===== src/rtl/loader_pkg.sv =====
// ----------------------------------------------------------------------------
// loader_pkg
// Shared definitions for the UART instruction-memory loader:
//   - frame FSM state encodings (IDLE, LEN_LO, LEN_HI, DATA, CHECK, DONE, ERROR)
//   - SYNC_BYTE, the frame start marker
//   - clks_per_bit(): bit period in clock cycles for a given clock/baud pair
//   - chk_update(): running XOR used by the optional frame checksum
// ----------------------------------------------------------------------------
package loader_pkg;

    localparam logic [2:0] ST_IDLE   = 3'd0;
    localparam logic [2:0] ST_LEN_LO = 3'd1;
    localparam logic [2:0] ST_LEN_HI = 3'd2;
    localparam logic [2:0] ST_DATA   = 3'd3;
    localparam logic [2:0] ST_CHECK  = 3'd4;
    localparam logic [2:0] ST_DONE   = 3'd5;
    localparam logic [2:0] ST_ERROR  = 3'd6;

    localparam logic [7:0] SYNC_BYTE = 8'hA5;

    // Integer division: the receiver tolerates the truncation error.
    function automatic int clks_per_bit(input int clk_hz, input int baud);
        return clk_hz / baud;
    endfunction

    function automatic logic [7:0] chk_update(input logic [7:0] acc, input logic [7:0] data);
        return acc ^ data;
    endfunction

endpackage


===== src/rtl/uart_rx_byte.sv =====
// ----------------------------------------------------------------------------
// uart_rx_byte
// UART 8N1 byte receiver: 2-flop synchronizer, falling-edge start detection,
// start-bit re-check at half a bit, LSB-first mid-bit sampling, stop check.
// Ports:
//   clk, reset   system clock, asynchronous active-high reset
//   uart_rx      serial input, idle high, asynchronous to clk
//   byte_valid   one-cycle pulse, one cycle after a good stop-bit sample
//   byte_data    received byte, stable while byte_valid is high
//   frame_err    one-cycle pulse, one cycle after a stop bit sampled low
// ----------------------------------------------------------------------------
module uart_rx_byte #(
    parameter int CLKS_PER_BIT = 434
) (
    input  logic       clk,
    input  logic       reset,
    input  logic       uart_rx,
    output logic       byte_valid,
    output logic [7:0] byte_data,
    output logic       frame_err
);

    localparam int CNT_W = $clog2(CLKS_PER_BIT);
    localparam logic [CNT_W-1:0] HALF_M1 = CNT_W'(CLKS_PER_BIT / 2 - 1);
    localparam logic [CNT_W-1:0] FULL_M1 = CNT_W'(CLKS_PER_BIT - 1);

    localparam logic [1:0] RX_IDLE  = 2'd0;
    localparam logic [1:0] RX_START = 2'd1;
    localparam logic [1:0] RX_DATA  = 2'd2;
    localparam logic [1:0] RX_STOP  = 2'd3;

    logic             rx_meta_r;
    logic             rx_sync_r;
    logic             rx_prev_r;
    logic [1:0]       rx_state_r;
    logic [CNT_W-1:0] cnt_r;
    logic [2:0]       bit_idx_r;
    logic [7:0]       shift_r;
    logic             byte_valid_r;
    logic             frame_err_r;

    // Synchronizer, bit timer, sampling FSM and result strobes.
    always_ff @(posedge clk or posedge reset) begin
        if (reset) begin
            rx_meta_r    <= 1'b1;
            rx_sync_r    <= 1'b1;
            rx_prev_r    <= 1'b1;
            rx_state_r   <= RX_IDLE;
            cnt_r        <= '0;
            bit_idx_r    <= 3'd0;
            shift_r      <= 8'h00;
            byte_valid_r <= 1'b0;
            frame_err_r  <= 1'b0;
        end else begin
            rx_meta_r    <= uart_rx;
            rx_sync_r    <= rx_meta_r;
            rx_prev_r    <= rx_sync_r;
            byte_valid_r <= 1'b0;
            frame_err_r  <= 1'b0;
            case (rx_state_r)
                RX_IDLE: begin
                    cnt_r     <= '0;
                    bit_idx_r <= 3'd0;
                    // Edge rather than level, so a line stuck low after a
                    // framing error does not retrigger reception.
                    if (rx_prev_r && !rx_sync_r) begin
                        rx_state_r <= RX_START;
                    end
                end
                RX_START: begin
                    if (cnt_r == HALF_M1) begin
                        cnt_r <= '0;
                        // Line back high at mid start bit: glitch, drop it.
                        rx_state_r <= rx_sync_r ? RX_IDLE : RX_DATA;
                    end else begin
                        cnt_r <= cnt_r + CNT_W'(1);
                    end
                end
                RX_DATA: begin
                    if (cnt_r == FULL_M1) begin
                        cnt_r   <= '0;
                        shift_r <= {rx_sync_r, shift_r[7:1]};
                        if (bit_idx_r == 3'd7) begin
                            rx_state_r <= RX_STOP;
                        end else begin
                            bit_idx_r <= bit_idx_r + 3'd1;
                        end
                    end else begin
                        cnt_r <= cnt_r + CNT_W'(1);
                    end
                end
                RX_STOP: begin
                    if (cnt_r == FULL_M1) begin
                        cnt_r        <= '0;
                        byte_valid_r <= rx_sync_r;
                        frame_err_r  <= !rx_sync_r;
                        rx_state_r   <= RX_IDLE;
                    end else begin
                        cnt_r <= cnt_r + CNT_W'(1);
                    end
                end
                default: begin
                    rx_state_r <= RX_IDLE;
                end
            endcase
        end
    end

    assign byte_valid = byte_valid_r;
    assign byte_data  = shift_r;
    assign frame_err  = frame_err_r;

endmodule


===== src/rtl/imem_uart_loader.sv =====
// ----------------------------------------------------------------------------
// imem_uart_loader
// Serial program loader: receives SYNC, LEN_LO, LEN_HI, 4*LEN data bytes
// (little-endian words) and, when built with LOADER_CHECKSUM_EN, a trailing
// XOR checksum byte. Words are written to instruction memory through a
// dedicated write port while the core is held in reset.
// Build option: `define LOADER_CHECKSUM_EN to require and verify the CHK byte.
// Ports:
//   clk, reset   system clock, asynchronous active-high reset
//   uart_rx      serial input (8N1, idle high)
//   imem_we      one-cycle write strobe
//   imem_waddr   word address of the write
//   imem_wdata   assembled 32-bit word
//   core_hold    core reset, high while a load is active or after an abort
//   busy         frame reception in progress
//   done         last frame completed (sticky)
//   error        last frame aborted (sticky)
// ----------------------------------------------------------------------------
module imem_uart_loader
    import loader_pkg::*;
#(
    parameter int CLK_FREQ_HZ = 50_000_000,
    parameter int BAUD        = 115200,
    parameter int ADDR_W      = 8
) (
    input  logic              clk,
    input  logic              reset,
    input  logic              uart_rx,
    output logic              imem_we,
    output logic [ADDR_W-1:0] imem_waddr,
    output logic [31:0]       imem_wdata,
    output logic              core_hold,
    output logic              busy,
    output logic              done,
    output logic              error
);

    localparam int          CPB      = clks_per_bit(CLK_FREQ_HZ, BAUD);
    localparam logic [16:0] CAPACITY = 17'(2 ** ADDR_W);

    logic              rx_valid_s;
    logic [7:0]        rx_data_s;
    logic              rx_ferr_s;

    logic [2:0]        state_r;
    logic [7:0]        len_lo_r;
    logic [ADDR_W-1:0] len_m1_r;
    logic [1:0]        byte_cnt_r;
    logic              last_word_r;
    logic              imem_we_r;
    logic [ADDR_W-1:0] waddr_r;
    logic [31:0]       wdata_r;
    logic              core_hold_r;
    logic              busy_r;
    logic              done_r;
    logic              error_r;

    logic              sync_accept_s;
    logic              data_byte_s;
    logic              active_s;
    logic              len_ok_s;
    logic [15:0]       len_s;

    uart_rx_byte #(
        .CLKS_PER_BIT(CPB)
    ) u_rx (
        .clk       (clk),
        .reset     (reset),
        .uart_rx   (uart_rx),
        .byte_valid(rx_valid_s),
        .byte_data (rx_data_s),
        .frame_err (rx_ferr_s)
    );

    // Byte classification against the current frame state.
    always_comb begin
        sync_accept_s = 1'b0;
        data_byte_s   = 1'b0;
        active_s      = 1'b0;
        len_s         = {rx_data_s, len_lo_r};
        len_ok_s      = (len_s != 16'd0) && ({1'b0, len_s} <= CAPACITY);
        if (rx_valid_s && (rx_data_s == SYNC_BYTE) &&
            ((state_r == ST_IDLE) || (state_r == ST_DONE) || (state_r == ST_ERROR))) begin
            sync_accept_s = 1'b1;
        end else begin
            sync_accept_s = 1'b0;
        end
        if (rx_valid_s && (state_r == ST_DATA)) begin
            data_byte_s = 1'b1;
        end else begin
            data_byte_s = 1'b0;
        end
        case (state_r)
            ST_LEN_LO, ST_LEN_HI, ST_DATA, ST_CHECK: active_s = 1'b1;
            default:                                 active_s = 1'b0;
        endcase
    end

`ifdef LOADER_CHECKSUM_EN
    logic [7:0] chk_r;

    // Running XOR of the data bytes of the current frame.
    always_ff @(posedge clk or posedge reset) begin
        if (reset) begin
            chk_r <= 8'h00;
        end else if (sync_accept_s) begin
            chk_r <= 8'h00;
        end else if (data_byte_s) begin
            chk_r <= chk_update(chk_r, rx_data_s);
        end else begin
            chk_r <= chk_r;
        end
    end
`endif

    // Frame FSM, word assembly, address counter and status flags.
    always_ff @(posedge clk or posedge reset) begin
        if (reset) begin
            state_r     <= ST_IDLE;
            len_lo_r    <= 8'h00;
            len_m1_r    <= '0;
            byte_cnt_r  <= 2'd0;
            last_word_r <= 1'b0;
            imem_we_r   <= 1'b0;
            waddr_r     <= '0;
            wdata_r     <= 32'h0000_0000;
            core_hold_r <= 1'b0;
            busy_r      <= 1'b0;
            done_r      <= 1'b0;
            error_r     <= 1'b0;
        end else begin
            imem_we_r <= 1'b0;
            if (rx_ferr_s && active_s) begin
                // core_hold intentionally left high: a partial image must not run.
                state_r <= ST_ERROR;
                busy_r  <= 1'b0;
                error_r <= 1'b1;
            end else begin
                case (state_r)
                    ST_IDLE, ST_DONE, ST_ERROR: begin
                        if (sync_accept_s) begin
                            state_r     <= ST_LEN_LO;
                            core_hold_r <= 1'b1;
                            busy_r      <= 1'b1;
                            done_r      <= 1'b0;
                            error_r     <= 1'b0;
                            waddr_r     <= '0;
                            byte_cnt_r  <= 2'd0;
                            last_word_r <= 1'b0;
                        end
                    end
                    ST_LEN_LO: begin
                        if (rx_valid_s) begin
                            len_lo_r <= rx_data_s;
                            state_r  <= ST_LEN_HI;
                        end
                    end
                    ST_LEN_HI: begin
                        if (rx_valid_s) begin
                            if (len_ok_s) begin
                                len_m1_r <= ADDR_W'(len_s - 16'd1);
                                state_r  <= ST_DATA;
                            end else begin
                                state_r <= ST_ERROR;
                                busy_r  <= 1'b0;
                                error_r <= 1'b1;
                            end
                        end
                    end
                    ST_DATA: begin
                        if (data_byte_s) begin
                            wdata_r    <= {rx_data_s, wdata_r[31:8]};
                            byte_cnt_r <= byte_cnt_r + 2'd1;
                            if (byte_cnt_r == 2'd3) begin
                                imem_we_r   <= 1'b1;
                                last_word_r <= (waddr_r == len_m1_r);
                            end
                        end else if (imem_we_r) begin
                            // Cycle after the strobe: advance, or close the frame.
                            // The last word never increments, so waddr cannot wrap.
                            if (last_word_r) begin
`ifdef LOADER_CHECKSUM_EN
                                state_r <= ST_CHECK;
`else
                                state_r     <= ST_DONE;
                                core_hold_r <= 1'b0;
                                busy_r      <= 1'b0;
                                done_r      <= 1'b1;
`endif
                            end else begin
                                waddr_r <= waddr_r + ADDR_W'(1);
                            end
                        end
                    end
                    ST_CHECK: begin
`ifdef LOADER_CHECKSUM_EN
                        if (rx_valid_s) begin
                            busy_r <= 1'b0;
                            if (rx_data_s == chk_r) begin
                                state_r     <= ST_DONE;
                                core_hold_r <= 1'b0;
                                done_r      <= 1'b1;
                            end else begin
                                state_r <= ST_ERROR;
                                error_r <= 1'b1;
                            end
                        end
`else
                        state_r <= ST_ERROR;
                        busy_r  <= 1'b0;
                        error_r <= 1'b1;
`endif
                    end
                    default: begin
                        state_r <= ST_IDLE;
                    end
                endcase
            end
        end
    end

    assign imem_we    = imem_we_r;
    assign imem_waddr = waddr_r;
    assign imem_wdata = wdata_r;
    assign core_hold  = core_hold_r;
    assign busy       = busy_r;
    assign done       = done_r;
    assign error      = error_r;

endmodule


===== config.mk =====
export PLATFORM = sky130hd
export DESIGN_NAME = imem_uart_loader
export DESIGN_NICKNAME = d
export VERILOG_FILES = /design/src/rtl/loader_pkg.sv /design/src/rtl/uart_rx_byte.sv /design/src/rtl/imem_uart_loader.sv
export SDC_FILE = /design/constraint.sdc
export NUM_CORES = 1
export LEC_CHECK = 0
export BUFFER_PORTS_ARGS = -buffer_cell sky130_fd_sc_hd__buf_2
export CAP_MARGIN = 20
export CORE_MARGIN = 5
export CORE_UTILIZATION = 29
export DETAILED_ROUTE_END_ITERATION = 12
export SETUP_SLACK_MARGIN = 0.4
export SLEW_MARGIN = 40
export SYNTH_ARGS = -nofsm -noshare
export SYNTH_HDL_FRONTEND = slang
export SYNTH_SLANG_ARGS = --single-unit

===== constraint.sdc =====
create_clock -name clk -period 8.9 [get_ports clk]
set_input_delay 1.78 -clock clk [delete_from_list [all_inputs] [get_ports clk]]
set_output_delay 1.78 -clock clk [all_outputs]
set_load 0.005 [all_outputs]

==> results.toml, run 1 <==
[status]
outcome = "completed"

[routing]
first_pass_iters = 4
antenna_left = 0
drtIter0Drc = 267
wl_per_cell_um = 14.1
drt-vias-per-instance = 4.96
wl_mm = 9.60
num_vias = 3378
drc = 0

[placed_design]
dp_hpwl_mm = 6.84
portBuffers = 47
pre_cts_ws_ps = 6080
place_congestion = 0.823

[critical_path]
crit_path_max_incr_delay_ps = 500
worst-path-buf-inv = 1
cp-start-kind = "flop"
critPathCaptureType = "primary output"
critPathTopFamily = "flip-flops"
path_class = "flop to primary output"
path_cells = "buf_2"
worst-path-max-fanout = 8
cp_slowest_cell = "dfrtp_1"
critPathRequiredTime_ps = 7120
cp.arrival_ps = 1010

[power_and_ir_drop]
comb_power_share_pct = 5.0
power_density_nw_per_um2 = 171
sw_frac_of_total_pct = 24.2
power.share.sequential_pct = 50.8
internal-power_mw = 0.677
peakVddDrop_v = 0.0000929
p_leak_nw = 2.73
p_sw_mw = 0.216
p_clk_share_pct = 44.2

[cts]
cts_sinks = 94
htreeDepth = 3
clk-insertion-delay-late_ps = 340
cts_max_path_buffers = 2
path_clk_slew_ps = 70
cts_setup_buffers = 0
ctsHoldBuffers = 0
cts_resized = 0
root_buffer = "clkbuf_16"
tritoncts = "built"
cts_buffers = 9

[logic_synthesis]
synth_warnings = 0
post_synth_and_or_nand_nor_area_fraction_pct = 21.5
yosys.area.top_type = "dfrtp_1"
synth_compound_area_share_pct = 9.47
synth_edf_count = 0
synthTopCellsByArea = "dfrtp_1 (51%), nand2_1 (9.6%), mux2_2 (4.5%), xor2_1 (3.1%), ha_1 (2.5%)"
synth_fp_nets = 457
synth_top_family_by_area = "simple AND/OR/NAND/NOR gates"
yosysSeqAreaShare_pct = 52.6
synth.area.mux_share_pct = 7.32
synth_top_area_share_pct = 50.9
synth.ff_latch_count = 94
yosysUniqueCellTypes = 54
synth-async-reset-ratio_pct = 100
synth_ff_type = "dfrtp_1"
synth_xor_area_share_pct = 4.11
synth-adder-area-share_pct = 2.52
syn_avg_cell_area_um2 = 10.1
synth_area_um2 = 4480
netlist_instances = 445

[global_route]
grt_pass1_vias = 3294
gr-usage-met1_pct = 14.8
use_met3_pct = 2.96
grt_max_degree = 71
grt_usage_pct = 10.9
grt-busiest-layer = "met2"
grt_pass1_wl_mm = 16.5
antenna_found_initial = 0
globalRouteMet2Util_pct = 17.2
globalRoute.totalOverflow = 0

[floorplan]
design.core.area_um2 = 15100
start_util_pct = 29.6
rows = 45
design.die.area_um2 = 18000
die_y_um = 134
ios = 48
die_w_um = 134

[flow_run]
drv_cap = 0

[timing]
finalHoldViolCount = 0
setup_viol = 0
relSlewSlack_pct = 53.2
finClkSkew_ps = 7.00
rsz0062_at_grt = "no"
fmax_mhz = 358
postLayoutSetupSlackWorst_ps = 6110
worst_slew_pin_slew_ps = 698
period_needed_ps = 2790
maxSlewViolCount = 0
finalCritPeriodShare_pct = 31.4
finalSetupTns_ps = 0

[final_layout]
drive_above_1_share_pct = 21.3
mostFrequentLayoutCell = "nand2_1"
final_util_pct = 34.4
layout_common_cells = "nand2_1 (114), dfrtp_1 (91), buf_2 (47)"
nets = 500
area_growth_pct = 16.5
fillers = 1511
antennaDiodeCount = 0

[hold_path]
hold_path.class = "flop to flop"
-- routing by layer --
metal	up-vias	wire length (um)	part of all wire, %
met5	-	0	0
met4	0	84	0.88
met3	12	372	3.9
met2	61	4640	48
met1	1692	4510	47
li1	1613	-	-
-- per-stage QoR --
step | hold WS, ps | std cells | cell area (um2) | total power, mW
floorplan | 345 | 445 | 4480 | 0.496
global placement | 350 | 665 | 4900 | 0.504
detailed placement | 356 | 665 | 4900 | 0.507
CTS | 367 | 681 | 5210 | 0.906
global route | 372 | 681 | 5210 | 0.932
finish | 365 | 681 | 5210 | 0.894
-- sequential cells by signal, indices dropped and copies added, names as in the netlist, 2 cells and up, named ones only --
register        flops
byte_cnt_r          2
imem_waddr          8
imem_wdata         32
len_lo_r            8
len_m1_r            8
state_r             3
u_rx.bit_idx_r      3
u_rx.byte_data      8
u_rx.cnt_r          9
-- path summary, 6_finish.rpt --
check,startpoint,to,slack (ps),cells after the start
worst max-delay path,imem_waddr[2],imem_waddr[2],6110,1
worst min-delay path,u_rx.rx_meta_r,u_rx.rx_sync_r,360,0
worst max register to register,state_r[1],imem_waddr[0],6640,5
worst min register to register,u_rx.rx_meta_r,u_rx.rx_sync_r,360,0
max in group asynchronous,reset,done,6520,3
min in group asynchronous,reset,u_rx.cnt_r[6],1420,2
-- logic make-up (layout without fill, tap and decap cells) --
family,Yosys count,after routing
DFF,94,94
buffers and inverters,28,76
muxes,27,27
adders and majority gates,9,9
and+or+nand+nor,202,202
xor gates and xnor gates,21,21
AOI/OAI and AO/OA,64,64
-- Yosys cell counts (3+ instances only) --
cell type and n:
xnor2_1 5, buf_2 3, nand3b_1 5, dfstp_2 3, nand4_1 5, and2_1 3, ha_1 9, nand2_1 114
a22o_1 5, nor3_1 5, and3_1 8, mux2_2 18, nor2b_1 3, nand3_1 9, nand2b_1 3, nor2_1 24
a21oi_1 8, nor4_1 3, clkbuf_1 15, inv_1 10, o211ai_1 4, a21o_1 3, o21ai_1 3, dfrtp_1 91
xor2_1 16, a31oi_1 6, a41oi_1 3, mux2_4 7, o21ai_0 19
-- power by group through the flow --
stage / Combinational [mW] / Sequential (mW) / Clock [mW]
2_1_floorplan: 0.0458 / 0.451 / 0
3_3_place_gp: 0.0434 / 0.461 / 0
3_5_place_dp: 0.0449 / 0.462 / 0
4_1_cts: 0.0451 / 0.454 / 0.408
5_1_grt: 0.0514 / 0.456 / 0.425
6_report: 0.0445 / 0.454 / 0.395
-- area by class of cell --
class / count / area, um2 / share of cell area (%)
well taps: 188 / 235 / 4.51
inverters: 10 / 38.8 / 0.744
clock buffers: 10 / 229 / 4.39
flip-flops and latches: 94 / 2360 / 45.2
repair buffers: 50 / 262 / 5.02
multi-input cells: 323 / 2010 / 38.6
clock inverters: 6 / 81.3 / 1.56
No activity file was read; power rests on OpenSTA's default activity.
==> inputs of run 2 (changes only) <==
==> constraint.sdc (replaced) <==
create_clock -name clk -period 2.3 [get_ports clk]
set_input_delay 0.46 -clock clk [delete_from_list [all_inputs] [get_ports clk]]
set_output_delay 0.46 -clock clk [all_outputs]
set_load 0.005 [all_outputs]
==> run 2 against run 1 <==
  * Final cell count rose by 2.9%
  * First-iteration DRC count down 30%
  * Largest cell class unchanged
  * Critical path type is now flop to flop
  * Combinational power grew to 4.9 times the previous value
  * Hold slack worse by 150 ps
  * Register-to-register slack got worse by 6300 ps
  * Critical endpoint is now len_m1_r[7]
  * Wire length up 4.2%
  * Clock power rose to 4.2 times the previous value
==> results.toml, run 2 (synthesis gave the netlist of run 1 again) <==
[status]
outcome = "completed"

[timing]
fmax_mhz = 519
setup_viol = 0
finalCritPeriodShare_pct = 83.8
period_needed_ps = 1930
worst_slew_pin_slew_ps = 660
finalHoldViolCount = 0
rsz0062_at_grt = "yes"
finalSetupTns_ps = 0
maxSlewViolCount = 0
finClkSkew_ps = 6.38
relSlewSlack_pct = 55.9

[critical_path]
rr_endpoint = "len_m1_r[7]"
path_class = "flop to flop"
cp-start-kind = "flop"
critPathRequiredTime_ps = 2530
cp.arrival_ps = 2160
cp-endpoint = "len_m1_r[7]"
critPathCaptureType = "flop"
critPathLaunch = "u_rx.byte_data[3]"
worst-path-max-fanout = 8
rr_worst_depth = 5
worstReg2RegStart = "u_rx.byte_data[3]"
reg2reg_slack_ps = 370

[global_route]
grt_max_degree = 38
globalRoute.totalOverflow = 0
grt_pass1_wl_mm = 16.7
grt_usage_pct = 11.2
antenna_found_initial = 0
grt_pass1_vias = 3459

[floorplan]
design.core.area_um2 = 15100
die_y_um = 134
ios = 48
die_w_um = 134
rows = 45
design.die.area_um2 = 18000
start_util_pct = 29.6

[placed_design]
place_area_um2 = 4980
portBuffers = 47
place_congestion = 0.803
dp_hpwl_mm = 6.77

[final_layout]
nets = 520
largest_reg_flops = 32
layout_common_cells = "nand2_1 (114), dfrtp_1 (83), buf_2 (47)"
mostFrequentLayoutCell = "nand2_1"
drive_above_1_share_pct = 29.4
antennaDiodeCount = 0
final_cell_area_um2 = 5580
area_growth_pct = 24.7

[routing]
first_pass_iters = 4
wl_mm = 10.0
wl_per_cell_um = 14.3
drtIter0Drc = 186
antenna_left = 0
num_vias = 3397
drt-vias-per-instance = 4.85
drc = 0

[cts]
ctsHoldBuffers = 0
clk-insertion-delay-late_ps = 340
root_buffer = "clkbuf_16"
cts_max_path_buffers = 2
htreeDepth = 3
tritoncts = "built"
path_clk_slew_ps = 70
cts_buffers = 9
cts_sinks = 94

[flow_run]
drv_cap = 0

[power_and_ir_drop]
p_leak_nw = 2.87
power_mw = 3.66
power_density_nw_per_um2 = 655
peakVddDrop_v = 0.000323

[hold_path]
hold_path.class = "primary input to flop"
run 2: layer usage:
| metal | routed length, um | vias up | part of all wire [%] | global-route usage [%] |
|---|---|---|---|---|
| met2 | 4880 | 59 | 49 | 18.7 |
| met5 | 0 | - | 0 | 0 |
| met3 | 390 | 15 | 3.9 | 3.23 |
| met1 | 4600 | 1655 | 46 | 14.1 |
| li1 | - | 1668 | - | - |
| met4 | 130 | 0 | 1.3 | 3.22 |
run 2: what timing repair did:
action	in CTS	in global routing
endpoints found under the setup margin	25	28
pin swaps	2	5
resized for setup	17	22
buffers inserted	9	6
cloned	0	0
run 2: worst min-delay path by stage:
stage	to	cells past startpoint	start	slack, ps
floorplan	u_rx.rx_sync_r	0	u_rx.rx_meta_r	350
global placement	u_rx.rx_sync_r	0	u_rx.rx_meta_r	350
detailed placement	u_rx.rx_sync_r	0	u_rx.rx_meta_r	350
CTS	u_rx.rx_meta_r	1	uart_rx	200
global route	u_rx.rx_meta_r	1	uart_rx	190
finish	u_rx.rx_meta_r	1	uart_rx	210
run 2: where the power goes:
group	total (mW)	leakage, nW	switching, mW	internal, mW
clock	1.67	0.167	0.668	1.00
sequential	1.77	1.29	0.0750	1.69
combinational	0.219	1.42	0.117	0.102
run 2: area by class of cell:
class                           count  area, um2
Inverter                           10       41.3
Tap cell                          188        235
Timing Repair Buffer               70        445
Clock buffer                       10        239
Multi-Input combinational cell    323       2150
Clock inverter                      6        100
Sequential cell                    94       2370
Fill cell                        1466       9560
run 2: per-stage QoR:
step	std cells	hold slack, ps	utilization, %	worst slack, ps
floorplan	445	345	-	397
global placement	670	347	32.9	349
detailed placement	670	349	32.9	226
CTS	695	196	35.9	355
global route	701	194	36.9	293
finish	701	211	36.9	373
run 2: worst max-delay path, cell delays in order (launching register included):
cell	delay [ps]
dfrtp_2	460
or4_4	550
a211oi_4	230
nor2_4	80
nor2_8	190
mux2_4	320
